`config.mk`:
```
export PLATFORM = sky130hd
export DESIGN_NAME = cdc_handshake_arbiter
export DESIGN_NICKNAME = d
export VERILOG_FILES = /design/src/rtl/cdc_handshake_arbiter.sv
export SDC_FILE = /design/constraint.sdc
export NUM_CORES = 1
export LEC_CHECK = 0
export CORE_UTILIZATION = 40
export CTS_CLUSTER_DIAMETER = 80
export DETAILED_ROUTE_END_ITERATION = 8
export GPL_TIMING_DRIVEN = 0
export HOLD_SLACK_MARGIN = 0.03
export PLACE_DENSITY_LB_ADDON = 0.1
export SYNTH_ARGS = -nofsm -noshare
export SYNTH_HDL_FRONTEND = slang
export SYNTH_SLANG_ARGS = --single-unit
export TNS_END_PERCENT = 5
```
`constraint.sdc`:
```
create_clock -name clk -period 1.65 [get_ports clk]
set_input_delay 0.2475 -clock clk [delete_from_list [all_inputs] [get_ports clk]]
set_output_delay 0.2475 -clock clk [all_outputs]
set_load 0.03 [all_outputs]
```
`src/rtl/cdc_handshake_arbiter.sv`:
```
// Round-robin arbiter sharing one 4-phase req/ack clock-domain crossing among N_REQ requesters.
// The returning asynchronous acknowledge is resynchronised through a STAGES-deep flop chain.
module cdc_handshake_arbiter #(
  parameter int unsigned DATA_W      = 8,
  parameter int unsigned N_REQ       = 2,
  parameter int unsigned STAGES      = 2,
  parameter int unsigned TIMEOUT_CYC = 64,
  localparam int unsigned SRC_W      = (N_REQ > 1) ? $clog2(N_REQ) : 1
) (
  input  logic                    clk,
  input  logic                    rstn,
  input  logic [N_REQ-1:0]        req_valid_i,
  input  logic [N_REQ*DATA_W-1:0] req_data_i,
  output logic [N_REQ-1:0]        req_ready_o,
  output logic                    xfer_req_o,
  output logic [DATA_W-1:0]       xfer_data_o,
  output logic [SRC_W-1:0]        xfer_src_o,
  input  logic                    ack_async_i,
  output logic                    busy_o,
  output logic                    timeout_o
);

  localparam int unsigned IDX_W = SRC_W + 1;
  localparam int unsigned CNT_W = (TIMEOUT_CYC > 1) ? $clog2(TIMEOUT_CYC) : 1;
  localparam logic [CNT_W-1:0] CNT_LAST = CNT_W'((TIMEOUT_CYC > 0) ? TIMEOUT_CYC - 1 : 0);
  localparam logic TO_EN = (TIMEOUT_CYC != 0);

  typedef enum logic [1:0] {
    IDLE   = 2'd0,
    REQ_HI = 2'd1,
    REQ_LO = 2'd2
  } state_e;

  state_e            state_q, state_d;
  logic [STAGES-1:0] sync_q, sync_d;
  logic              xfer_req_q, xfer_req_d;
  logic [DATA_W-1:0] data_q, data_d;
  logic [SRC_W-1:0]  src_q, src_d;
  logic [SRC_W-1:0]  rr_q, rr_d;
  logic [CNT_W-1:0]  cnt_q, cnt_d;
  logic              timeout_q, timeout_d;
  logic              busy_q, busy_d;

  logic              ack_s;
  logic [IDX_W-1:0]  cand;
  logic [IDX_W-1:0]  rr_inc;
  logic              found_c;
  logic [SRC_W-1:0]  win_c;
  logic [N_REQ-1:0]  win_oh_c;
  logic [DATA_W-1:0] win_data_c;
  logic [N_REQ-1:0]  ready_c;

  assign sync_d = {sync_q[STAGES-2:0], ack_async_i};
  assign ack_s  = sync_q[STAGES-1];

  // First valid requester at or after the rr pointer, wrapping
  always_comb begin
    found_c = 1'b0;
    win_c   = '0;
    cand    = '0;
    for (int unsigned k = 0; k < N_REQ; k++) begin
      cand = {1'b0, rr_q} + IDX_W'(k);
      if (cand >= IDX_W'(N_REQ)) cand = cand - IDX_W'(N_REQ);
      for (int unsigned i = 0; i < N_REQ; i++) begin
        if (!found_c && req_valid_i[i] && (cand == IDX_W'(i))) begin
          found_c = 1'b1;
          win_c   = SRC_W'(i);
        end
      end
    end
  end

  always_comb begin
    win_oh_c   = '0;
    win_data_c = '0;
    for (int unsigned i = 0; i < N_REQ; i++) begin
      if (win_c == SRC_W'(i)) begin
        win_oh_c[i] = found_c;
        win_data_c  = req_data_i[i*DATA_W +: DATA_W];
      end
    end
  end

  always_comb begin
    state_d    = state_q;
    xfer_req_d = xfer_req_q;
    data_d     = data_q;
    src_d      = src_q;
    rr_d       = rr_q;
    cnt_d      = cnt_q;
    timeout_d  = 1'b0;
    ready_c    = '0;
    rr_inc     = {1'b0, win_c} + IDX_W'(1);
    if (rr_inc >= IDX_W'(N_REQ)) rr_inc = '0;
    unique case (state_q)
      IDLE: begin
        if (found_c) begin
          ready_c    = win_oh_c;
          data_d     = win_data_c;
          src_d      = win_c;
          xfer_req_d = 1'b1;
          rr_d       = SRC_W'(rr_inc);
          cnt_d      = '0;
          state_d    = REQ_HI;
        end
      end
      REQ_HI: begin
        // Ack takes priority over a coincident timeout
        if (ack_s) begin
          xfer_req_d = 1'b0;
          state_d    = REQ_LO;
        end else if (TO_EN && (cnt_q == CNT_LAST)) begin
          xfer_req_d = 1'b0;
          timeout_d  = 1'b1;
          state_d    = REQ_LO;
        end else begin
          cnt_d = cnt_q + CNT_W'(1);
        end
      end
      REQ_LO: begin
        if (!ack_s) state_d = IDLE;
      end
      default: state_d = IDLE;
    endcase
    busy_d = (state_d != IDLE);
  end

  always_ff @(posedge clk) begin
    if (!rstn) begin
      state_q    <= IDLE;
      sync_q     <= '0;
      xfer_req_q <= 1'b0;
      data_q     <= '0;
      src_q      <= '0;
      rr_q       <= '0;
      cnt_q      <= '0;
      timeout_q  <= 1'b0;
      busy_q     <= 1'b0;
    end else begin
      state_q    <= state_d;
      sync_q     <= sync_d;
      xfer_req_q <= xfer_req_d;
      data_q     <= data_d;
      src_q      <= src_d;
      rr_q       <= rr_d;
      cnt_q      <= cnt_d;
      timeout_q  <= timeout_d;
      busy_q     <= busy_d;
    end
  end

  assign req_ready_o = rstn ? ready_c : '0;
  assign xfer_req_o  = xfer_req_q;
  assign xfer_data_o = data_q;
  assign xfer_src_o  = src_q;
  assign busy_o      = busy_q;
  assign timeout_o   = timeout_q;

endmodule

```
==> impl_metrics.toml <==
[outcome]
status = "finished clean"

[cells_and_area]
multi_input_area_um2 = 502
seq_area_um2 = 464
area_delta_synth_final_pct = 46.3
drive_above_1_share = 0.135
final_cell_area_mm2 = 0.00138
fillCellCount = 210
final_cells = 169
diodes = 0
nets = 164

[place]
dpl.hpwl_um = 1620
dpl_cell_area_mm2 = 0.00132
io_buffers = 34
place.gp.congestion = 0.834
dp.cells = 167

[min_path]
hold_path_depth = 2
hp-class = "reg -> reg"

[routing]
post-route-drc-count = 0
viasPerCell = 5.44
wl_um = 2150
first_pass_iters = 4
wire_per_inst_um = 12.7
drt-initial-drc-count = 9
vias = 919
antenna_left = 0

[power_and_ir_drop]
leakagePower_uw = 0.000597
cellPowerDensity_mw_per_mm2 = 837
ir_drop_mv = 0.472
totalPowerFinal_uw = 1160

[yosys]
ys_seq_area_frac = 0.487
synth_cell_types = 32
syn-cell-area_um2 = 946
synth_top_area_frac = 0.487
netlist_instances = 105
ys_warn_count = 0
synth.avg_cell_area_um2 = 9.01
synth_seq_cells = 23
syn-num-nets = 127
yosysTopAreaCell = "dfxtp_1"
synth_area_leaders = "dfxtp_1 (49%), nand2_1 (7.5%), a22oi_1 (6.3%), nand3_1 (3.2%), a21oi_1 (2.6%)"

[floorplan]
core_area_mm2 = 0.00221
ios = 35
die_area_mm2 = 0.00256
die_w_um = 50.6
start_util = 0.428
dieHeight_um = 50.6
row_count = 17

[flow_run]
maxCapViolations = 0

[clock_tree]
cts_max_level = 1
root_buffer = "clkbuf_4"
cts_buffer_depth = 2
clk_pin_slew_worst_paths_ps = 130
cts_tree = "done"
numCtsBuffers = 3
cts.sinks = 23
cts_setup_buffers = 0
clkLatencyLatePin_ps = 310

[sta]
fmax_ghz = 0.625
hold_ws_ps = 452
setup_viol_count_final = 0
tns_ps = 0
report.final.slew_viol_count = 0
finClkSkew_ps = 10.6
fin_crit_ps = 1600
period_share = 0.970
finalHoldViolCount = 0
tightest_slew_ps = 470
rsz0062_at_grt = "true"
slew_headroom = 0.686

[worst_setup_path]
critPathTopFamily = "buffers and inverters"
criticalPathCategory = "reg -> out"
cp_num_buf_inv = 1
crit_path_start_kind = "register"
critPathCaptureType = "output port"
slowest_stage = "clkdlybuf4s50_1"
max_stage_delay_ps = 670
cp_num_cells = 1
crit_path_max_fanout = 2
r2r.worst_path.cells = 4
worstPathCellList = "clkdlybuf4s50_1"
cp.required_ps = 1400
worstPathArrival_ps = 1350

[global_routing]
antenna_found_initial = 0
grt_pass1_wl_um = 3750
grt_pass1_vias = 880
grt_overflow = 0
grtUsageTotal = 0.192
grt_max_degree = 14
-- logic make-up after synthesis --
| logic type | after synthesis | share of synthesized area |
|---|---|---|
| buffers and inverters | 4 | 0.0159 |
| and+or+nand+nor | 47 | 0.263 |
| adders and majority gates | 1 | 0.0132 |
| AOI/OAI and AO/OA | 30 | 0.221 |
| DFF | 23 | 0.487 |
-- synthesized netlist by cell type, drive strengths merged --
| cell | number |
|---|---|
| dfxtp | 23 |
| nand2 | 19 |
| a22oi | 8 |
| a21oi | 6 |
| nand3 | 6 |
| o21ai | 5 |
| nor2 | 4 |
| a21o | 3 |
| and3 | 3 |
| a21boi | 2 |
| and2 | 2 |
| clkbuf | 2 |
| nand2b | 2 |
| nor2b | 2 |
| nor3b | 2 |
| o31ai | 2 |
| or2 | 2 |
| or4 | 2 |
| a221oi | 1 |
| a31oi | 1 |
| a32o | 1 |
| and2b | 1 |
| and4 | 1 |
| clkinv | 1 |
| ha | 1 |
| inv | 1 |
| nand4 | 1 |
| o2111ai | 1 |
-- cell type report --
class,count,area share
timing repair buffer,34,0.251
tap,28,0.0253
clock buffer,3,0.0163
multi-input combinational,78,0.363
clock inverter,1,0.00362
inverter,2,0.00542
sequential,23,0.335
-- metal layers --
metal  vias to the layer above  track usage  share of wire
met1                       426        0.215           0.42
met4                         0       0.0417         0.0065
li1                        456            -              -
met3                         2       0.0788          0.076
met2                        35        0.338           0.50
met5                         -            0              0
-- where the power goes --
group	leakage [uW]	internal (uW)	switching, uW
logic	0.000390	134	145
clock network	0.0000177	90.6	171
registers	0.000190	593	24.5
-- cell usage in the layout (no fill, tap or decap), types with 2 or more instances in the layout --
cell type and n:
o31ai_1 2, and2_1 2, dfxtp_2 3, nand3_1 5, a22oi_1 8, nor2_1 3, dfxtp_1 20, dlymetal6s2s_1 4
clkbuf_4 3, o21ai_0 4, nor2b_1 2, or2_2 2, nand2_1 19, a21o_1 3, a21oi_1 5, or4_1 2
clkdlybuf4s50_1 27, and3_1 2, nand2b_1 2
-- timing repair --
item / CTS / global route
endpoints found under the setup margin: 2 / 9
pin swaps: 0 / 1
hold buffers: 0 / 0
gates resized for setup: 20 / 11
-- worst paths after layout --
| path | from | endpoint | slack, ps |
|---|---|---|---|
| worst max-delay path | xfer_data_o[3] | xfer_data_o[3] | 50 |
| worst min-delay path | xfer_data_o[6] | xfer_data_o[6] | 450 |
| worst max register to register | state_q[0] | cnt_q[5] | 110 |
| worst min register to register | xfer_data_o[6] | xfer_data_o[6] | 450 |
-- state kept, by name, summed over array words and instances, names as in the netlist --
name	flops
rr_q	1
busy_o	1
sync_q	2
cnt_q	6
xfer_data_o	8
xfer_src_o	1
xfer_req_o	1
state_q	2
timeout_o	1
-- stage by stage --
| step | setup WS, ps | utilization |
|---|---|---|
| after global routing | -20.5 | 0.626 |
| final | 49.5 | 0.626 |
| after floorplan | 111 | - |
| after global placement | -807 | 0.597 |
| after CTS | -4.17 | 0.610 |
| after detailed placement | -835 | 0.597 |
(Power assumes the default switching activity.)
